`config.mk`:
```
export PLATFORM = sky130hd
export DESIGN_NAME = lstm_seq_ctrl
export DESIGN_NICKNAME = d
export VERILOG_FILES = /design/src/rtl/lstm_seq_ctrl.sv
export SDC_FILE = /design/constraint.sdc
export NUM_CORES = 1
export LEC_CHECK = 0
export CORE_UTILIZATION = 59
export CTS_BUF_LIST = sky130_fd_sc_hd__clkbuf_8 sky130_fd_sc_hd__clkbuf_16
export CTS_CLUSTER_SIZE = 8
export DETAILED_ROUTE_END_ITERATION = 8
export DONT_BUFFER_PORTS = 1
export GPL_ROUTABILITY_DRIVEN = 0
export PLACE_DENSITY = 0.84
export SLEW_MARGIN = 20
export SYNTH_ARGS = -nofsm -noshare
export SYNTH_HDL_FRONTEND = slang
export SYNTH_SLANG_ARGS = --single-unit
```
`constraint.sdc`:
```
create_clock -name clk -period 8.8 [get_ports clk]
set_clock_uncertainty 0.1 [all_clocks]
set_input_delay 1.76 -clock clk [delete_from_list [all_inputs] [get_ports clk]]
set_output_delay 1.76 -clock clk [all_outputs]
set_load 0.03 [all_outputs]
```
`src/rtl/lstm_seq_ctrl.sv`:
```
// Two-layer LSTM sequencer: walks timesteps, layer-1 cells and layer-2 cells,
// issuing accumulate/write/clear strobes with their memory addresses.
module lstm_seq_ctrl #(
  parameter int TIMESTEP    = 7,
  parameter int LAYR1_INPUT = 53,
  parameter int LAYR1_CELL  = 53,
  parameter int LAYR2_CELL  = 8,
  parameter int AW          = 12
) (
  input  logic          clk,
  input  logic          rst,
  input  logic          start,
  input  logic          hold,
  output logic          busy,
  output logic          done,
  output logic [AW-1:0] timestep,
  output logic          acc_x_1,
  output logic          acc_h_1,
  output logic          clr_1,
  output logic          wr_h1,
  output logic          wr_c1,
  output logic [AW-1:0] addr_x1,
  output logic [AW-1:0] rd_addr_w_1,
  output logic [AW-1:0] rd_addr_u_1,
  output logic [AW-1:0] rd_addr_b_1,
  output logic [AW-1:0] rd_addr_h1,
  output logic [AW-1:0] rd_addr_c1,
  output logic [AW-1:0] wr_addr_h1,
  output logic [AW-1:0] wr_addr_c1,
  output logic          acc_x_2,
  output logic          acc_h_2,
  output logic          clr_2,
  output logic          wr_h2,
  output logic          wr_c2,
  output logic [AW-1:0] rd_addr_x2,
  output logic [AW-1:0] rd_addr_w_2,
  output logic [AW-1:0] rd_addr_u_2,
  output logic [AW-1:0] rd_addr_b_2,
  output logic [AW-1:0] rd_addr_h2,
  output logic [AW-1:0] rd_addr_c2,
  output logic [AW-1:0] wr_addr_h2,
  output logic [AW-1:0] wr_addr_c2
);

  localparam logic [AW-1:0] NT  = AW'(TIMESTEP);
  localparam logic [AW-1:0] N1I = AW'(LAYR1_INPUT);
  localparam logic [AW-1:0] N1C = AW'(LAYR1_CELL);
  localparam logic [AW-1:0] N2C = AW'(LAYR2_CELL);
  localparam logic [AW-1:0] ONE = AW'(1);

  typedef enum logic [3:0] {
    IDLE, L1_ACC, L1_DRAIN, L1_WR, L1_CLR,
    L2_ACC, L2_DRAIN, L2_WR, L2_CLR, DONE
  } state_t;

  state_t        state, state_n;
  logic [AW-1:0] t, j, m, k;
  logic [AW-1:0] t_n, j_n, m_n, k_n, tm1_n;
  logic          run;

  assign run   = !hold;
  assign tm1_n = t_n - ONE;

  always_comb begin
    state_n = state;
    t_n = t;
    j_n = j;
    m_n = m;
    k_n = k;
    if (run) begin
      case (state)
        IDLE: if (start) begin
          state_n = L1_ACC;
          t_n = '0; j_n = '0; m_n = '0; k_n = '0;
        end
        L1_ACC: begin
          if (k == N1I - ONE) begin state_n = L1_DRAIN; k_n = '0; end
          else k_n = k + ONE;
        end
        L1_DRAIN: state_n = L1_WR;
        L1_WR:    state_n = L1_CLR;
        L1_CLR: begin
          if (j == N1C - ONE) begin state_n = L2_ACC; m_n = '0; end
          else begin state_n = L1_ACC; j_n = j + ONE; end
        end
        L2_ACC: begin
          if (k == N1C - ONE) begin state_n = L2_DRAIN; k_n = '0; end
          else k_n = k + ONE;
        end
        L2_DRAIN: state_n = L2_WR;
        L2_WR:    state_n = L2_CLR;
        L2_CLR: begin
          if (m != N2C - ONE) begin state_n = L2_ACC; m_n = m + ONE; end
          else if (t != NT - ONE) begin state_n = L1_ACC; t_n = t + ONE; j_n = '0; end
          else state_n = DONE;
        end
        DONE: begin
          state_n = IDLE;
          t_n = '0; j_n = '0; m_n = '0; k_n = '0;
        end
        default: state_n = IDLE;
      endcase
    end
  end

  // Outputs are registered from next-state values so they line up with the
  // state being entered; addresses only move while their state is active.
  always_ff @(posedge clk) begin
    if (rst) begin
      state <= IDLE;
      t <= '0; j <= '0; m <= '0; k <= '0;
      busy <= 1'b0; done <= 1'b0; timestep <= '0;
      acc_x_1 <= 1'b0; acc_h_1 <= 1'b0; clr_1 <= 1'b0; wr_h1 <= 1'b0; wr_c1 <= 1'b0;
      acc_x_2 <= 1'b0; acc_h_2 <= 1'b0; clr_2 <= 1'b0; wr_h2 <= 1'b0; wr_c2 <= 1'b0;
      addr_x1 <= '0; rd_addr_w_1 <= '0; rd_addr_u_1 <= '0; rd_addr_b_1 <= '0;
      rd_addr_h1 <= '0; rd_addr_c1 <= '0; wr_addr_h1 <= '0; wr_addr_c1 <= '0;
      rd_addr_x2 <= '0; rd_addr_w_2 <= '0; rd_addr_u_2 <= '0; rd_addr_b_2 <= '0;
      rd_addr_h2 <= '0; rd_addr_c2 <= '0; wr_addr_h2 <= '0; wr_addr_c2 <= '0;
    end else begin
      state <= state_n;
      t <= t_n; j <= j_n; m <= m_n; k <= k_n;
      busy     <= (state_n != IDLE);
      done     <= run && (state_n == DONE);
      timestep <= t_n;
      acc_x_1  <= run && (state_n == L1_ACC);
      acc_h_1  <= run && (state_n == L1_ACC) && (t_n != '0);
      clr_1    <= run && (state_n == L1_CLR);
      wr_h1    <= run && (state_n == L1_WR);
      wr_c1    <= run && (state_n == L1_WR);
      acc_x_2  <= run && (state_n == L2_ACC);
      acc_h_2  <= run && (state_n == L2_ACC) && (t_n != '0) && (k_n < N2C);
      clr_2    <= run && (state_n == L2_CLR);
      wr_h2    <= run && (state_n == L2_WR);
      wr_c2    <= run && (state_n == L2_WR);

      if (run && state_n == L1_ACC) begin
        addr_x1     <= t_n * N1I + k_n;
        rd_addr_w_1 <= j_n * N1I + k_n;
        rd_addr_u_1 <= j_n * N1C + k_n;
        rd_addr_b_1 <= j_n;
        rd_addr_h1  <= (t_n != '0) ? tm1_n * N1C + k_n : '0;
      end
      if (run && state_n == L1_WR) begin
        wr_addr_h1 <= t_n * N1C + j_n;
        wr_addr_c1 <= t_n * N1C + j_n;
        rd_addr_c1 <= (t_n != '0) ? tm1_n * N1C + j_n : '0;
      end
      if (run && state_n == L2_ACC) begin
        rd_addr_x2  <= t_n * N1C + k_n;
        rd_addr_w_2 <= m_n * N1C + k_n;
        rd_addr_b_2 <= m_n;
        if (k_n < N2C) rd_addr_u_2 <= m_n * N2C + k_n;
        if (t_n == '0) rd_addr_h2 <= '0;
        else if (k_n < N2C) rd_addr_h2 <= tm1_n * N2C + k_n;
      end
      if (run && state_n == L2_WR) begin
        wr_addr_h2 <= t_n * N2C + m_n;
        wr_addr_c2 <= t_n * N2C + m_n;
        rd_addr_c2 <= (t_n != '0) ? tm1_n * N2C + m_n : '0;
      end
    end
  end

endmodule

```
==> flow_summary.yaml <==
outcome:
  run_status: "finished clean"
power:
  power.density_cell_area_nw_per_um2: 119
  leakage_nw: 8.10
  max-vdd-ir-drop_v: 0.000130
cells_and_area:
  multi_input_area_um2: 10900
  drive_above_1_share_pct: 5.35
  layout.filler_cells: 2248
  antenna_cells: 0
  register_area_um2: 4360
  syn2layout_area_growth_pct: 6.59
  nNetsFinal: 2264
timing:
  setup_violations: 0
  maxSlewViolCount: 0
  finalWorstSetupSlack_ps: 480
  rsz0062_at_grt: "no"
  totalNegativeSetupSlack_ps: 0
  max_freq_mhz: 120
  slew-limit-headroom_pct: 35.0
  pin_slew_with_the_least_headroom_to_its_limit_ps: 971
  finalHoldViolations: 0
  min_period_over_period_pct: 94.6
  fin_worst_hold_slack_ps: 501
  final.min_clock_period_ps: 8320
clocking:
  cts-buffers-inserted: 31
  clock_latency_ps: 550
  clk_path_buf_depth: 3
  clock_sink_count: 218
  clk_root_buf: "sky130_fd_sc_hd__clkbuf_16"
  clock_pin_slew_on_the_worst_setup_and_hold_paths_ps: 60
  cts-htree-levels: 1
  cts_tree: "built"
logic_synthesis:
  synth_flop_cell: "sky130_fd_sc_hd__dfxtp_1"
  yosys_warnings: 0
  syn-instance-count: 2010
  synth_top_area_share_pct: 26.2
  postSynthNetCount: 2294
  largest_cells_by_area_after_synthesis: "sky130_fd_sc_hd__dfxtp_1, sky130_fd_sc_hd__ha_1, sky130_fd_sc_hd__fa_1"
  cell_area_after_technology_mapping_um2: 16600
  ys_types: 81
  seq_area_frac_synth_pct: 26.2
  synth_edf_count: 0
  synth.largest_area_cell: "sky130_fd_sc_hd__dfxtp_1"
  ys_ff_latch: 218
  syn-mean-instance-area_um2: 8.28
  synthArstFlopShare_pct: 0
critical_path:
  timing.setup.critical_path_class: "in -> reg"
  critical-path-max-stage-delay_ps: 730
  critical_path_arrival_ps: 8710
  worst_path_most_repeated_cell: "sky130_fd_sc_hd__ha_1"
  critPathTopFamily: "adder cells"
  timing.critical_path.to_type: "register"
  crit_start_category: "input port"
  critical_path_peak_fanout: 19
  critPathSlowestCell: "sky130_fd_sc_hd__or4_1"
  critPathRequiredTime_ps: 9190
  buffering_stage_count_on_the_worst_path_with_inverters_included: 2
floorplan:
  die_w_um: 170
  core-area_um2: 27800
  num_rows: 61
  io_pins: 220
  die-area_um2: 28900
  start_util_pct: 59.9
  fp.dieH_um: 170
place:
  placement.setup.worst_slack_ps: -16.7
  post-dp-hpwl_um: 36400
  portBuffers: 0
global_route:
  grt-ovfl-total: 0
  number_of_antenna_violations_at_the_first_check_in_global_routing: 0
  gr-usage-all-layers_pct: 33.3
  grt_pass1_vias: 14677
  largest_net_degree_at_the_start_of_global_routing: 188
  grt_pass1_wl_um: 75800
route:
  wirelength_met1_um: 17600
  dr.pass1.iters: 6
  dr_wl_met3_um: 5320
  top_layer_used: "met4"
  wl_per_cell_um: 20.4
  detailroute.via_count: 14708
  route.final.wire_length_um: 48200
  drt-vias-per-instance: 6.23
  met2RoutedLength_um: 22600
  iteration_0_drc_markers: 1521
  detail_route.drc_violations: 0
  ant_nets: 0
hold_path:
  min-delay-path-class: "reg -> reg"
run:
  max_cap_viol_count: 0
Yosys cell counts (4+ instances only):
master	instances
sky130_fd_sc_hd__or4_1	4
sky130_fd_sc_hd__nand3_1	40
sky130_fd_sc_hd__nor4_1	15
sky130_fd_sc_hd__a22o_1	10
sky130_fd_sc_hd__o211ai_1	6
sky130_fd_sc_hd__o21ai_0	61
sky130_fd_sc_hd__fa_1	70
sky130_fd_sc_hd__nand2b_1	7
sky130_fd_sc_hd__or3_1	9
sky130_fd_sc_hd__o22ai_1	4
sky130_fd_sc_hd__nand4_1	9
sky130_fd_sc_hd__nor3_1	48
sky130_fd_sc_hd__mux2i_1	9
sky130_fd_sc_hd__o21a_1	15
sky130_fd_sc_hd__or2_2	7
sky130_fd_sc_hd__clkbuf_1	57
sky130_fd_sc_hd__buf_1	4
sky130_fd_sc_hd__inv_1	231
sky130_fd_sc_hd__nor4b_1	4
sky130_fd_sc_hd__and2_1	19
sky130_fd_sc_hd__nand2_1	172
sky130_fd_sc_hd__o31ai_1	7
sky130_fd_sc_hd__o31a_1	7
sky130_fd_sc_hd__a21oi_1	162
sky130_fd_sc_hd__buf_4	38
sky130_fd_sc_hd__a211oi_1	36
sky130_fd_sc_hd__o21bai_1	32
sky130_fd_sc_hd__a31oi_1	5
sky130_fd_sc_hd__a22oi_1	20
sky130_fd_sc_hd__dfxtp_1	218
sky130_fd_sc_hd__a21boi_0	5
sky130_fd_sc_hd__buf_2	5
sky130_fd_sc_hd__xor2_1	19
sky130_fd_sc_hd__nor2b_1	15
sky130_fd_sc_hd__and3_1	8
sky130_fd_sc_hd__nor2_1	222
sky130_fd_sc_hd__ha_1	210
sky130_fd_sc_hd__xnor2_1	111
sky130_fd_sc_hd__a21o_1	22
sequential cells by signal, indices dropped and copies added, names as in the netlist, 4 cells and up:
name / cells
addr_x1: 12
j: 12
k: 12
m: 12
rd_addr_b_1: 12
rd_addr_b_2: 12
rd_addr_c1: 12
rd_addr_c2: 12
rd_addr_h1: 12
rd_addr_h2: 12
rd_addr_u_1: 12
rd_addr_u_2: 12
rd_addr_w_2: 12
rd_addr_x2: 12
state: 4
t: 12
wr_addr_c1: 12
wr_addr_c2: 12
power breakdown:
group / switching (mW) / internal (mW) / total [mW]
Combinational: 0.0350 / 0.0147 / 0.0497
Clock: 0.411 / 0.641 / 1.05
Sequential: 0.0160 / 0.995 / 1.01
Total: 0.462 / 1.65 / 2.11
final cells by class:
cell class              count  area share, %
repair buffers             42           1.78
clock inverters             4          0.261
inverters                 232           4.91
well taps                 378           2.67
flip-flops and latches    218           24.6
multi-input cells        1455           61.4
clock buffers              31           4.37
path summary, 6_finish.rpt:
kind | startpoint | end | slack (ps) | depth (start not counted)
max reg2reg | t[0]$_SDFF_PP0_ | rd_addr_h1[11]$_SDFFE_PP0P_ | 560 | 32
max | hold | rd_addr_h1[11]$_SDFFE_PP0P_ | 480 | 25
min reg2reg | addr_x1[7]$_SDFFE_PP0P_ | addr_x1[7]$_SDFFE_PP0P_ | 500 | 2
min | addr_x1[7]$_SDFFE_PP0P_ | addr_x1[7]$_SDFFE_PP0P_ | 500 | 2
placed cells by master, fill, tap and decap left out, types with 5 or more instances in the layout:
master / instances
sky130_fd_sc_hd__mux2i_1: 9
sky130_fd_sc_hd__inv_1: 233
sky130_fd_sc_hd__nor2b_1: 15
sky130_fd_sc_hd__o21ai_0: 58
sky130_fd_sc_hd__ha_1: 210
sky130_fd_sc_hd__o21a_1: 15
sky130_fd_sc_hd__and2_1: 19
sky130_fd_sc_hd__o211ai_1: 6
sky130_fd_sc_hd__fa_1: 70
sky130_fd_sc_hd__dfxtp_1: 218
sky130_fd_sc_hd__a21boi_0: 5
sky130_fd_sc_hd__nand3_1: 39
sky130_fd_sc_hd__o31a_1: 7
sky130_fd_sc_hd__buf_4: 42
sky130_fd_sc_hd__a31oi_1: 5
sky130_fd_sc_hd__a21o_1: 22
sky130_fd_sc_hd__a22o_1: 10
sky130_fd_sc_hd__a21oi_1: 162
sky130_fd_sc_hd__nor3_1: 48
sky130_fd_sc_hd__xor2_1: 19
sky130_fd_sc_hd__nand2_1: 172
sky130_fd_sc_hd__clkbuf_16: 31
sky130_fd_sc_hd__nor2_1: 221
sky130_fd_sc_hd__a22oi_1: 20
sky130_fd_sc_hd__a211oi_1: 36
sky130_fd_sc_hd__xnor2_1: 111
sky130_fd_sc_hd__nand4_1: 9
sky130_fd_sc_hd__or2_2: 7
sky130_fd_sc_hd__nor4_1: 13
sky130_fd_sc_hd__and3_1: 8
sky130_fd_sc_hd__o31ai_1: 6
sky130_fd_sc_hd__o21bai_1: 32
sky130_fd_sc_hd__nand2b_1: 7
sky130_fd_sc_hd__or3_1: 9
stage by stage:
step | area, um^2 | cells | total power [mW] | utilization [%]
after floorplan | 16700 | 2010 | 1.08 | -
after global placement | 16900 | 2325 | 1.08 | 60.8
after detailed placement | 16900 | 2325 | 1.08 | 60.8
after CTS | 17700 | 2360 | 2.13 | 63.8
after global routing | 17700 | 2360 | 2.16 | 63.8
final | 17700 | 2360 | 2.11 | 63.8
worst reg2reg max path, delay by kind of cell (launching register included):
kind / cells / cell delay [ps]
XOR/XNOR: 2 / 420
buffers and inverters: 5 / 620
AND/OR/NAND/NOR: 9 / 1950
adder cells (fa/ha/maj): 7 / 2350
AO/OA/AOI/OAI: 9 / 2460
flip-flops: 1 / 290
layer usage:
metal,vias to the layer above,global-route usage (%)
li1,6695,-
met1,6933,38.8
met2,854,56.6
met3,226,7.84
met4,0,17.9
met5,-,0
cell families (layout without fill, tap and decap cells):
| logic type | after synthesis | after routing | synth area share (%) |
|---|---|---|---|
| AOI/OAI and AO/OA | 428 | 428 | 16.4 |
| xor gates and xnor gates | 132 | 132 | 7.11 |
| adders and majority gates | 282 | 282 | 24.3 |
| buffers and inverters | 337 | 309 | 8.54 |
| DFF | 218 | 218 | 26.2 |
| muxes | 10 | 10 | 0.609 |
| and+or+nand+nor | 603 | 603 | 16.7 |
timing repair:
action | CTS | global route
resized for setup | 0 | 3
setup buffers | 0 | 0
setup endpoints to repair | 0 | 1
hold buffers | 0 | 0
No activity file was read; power rests on OpenSTA's default activity.
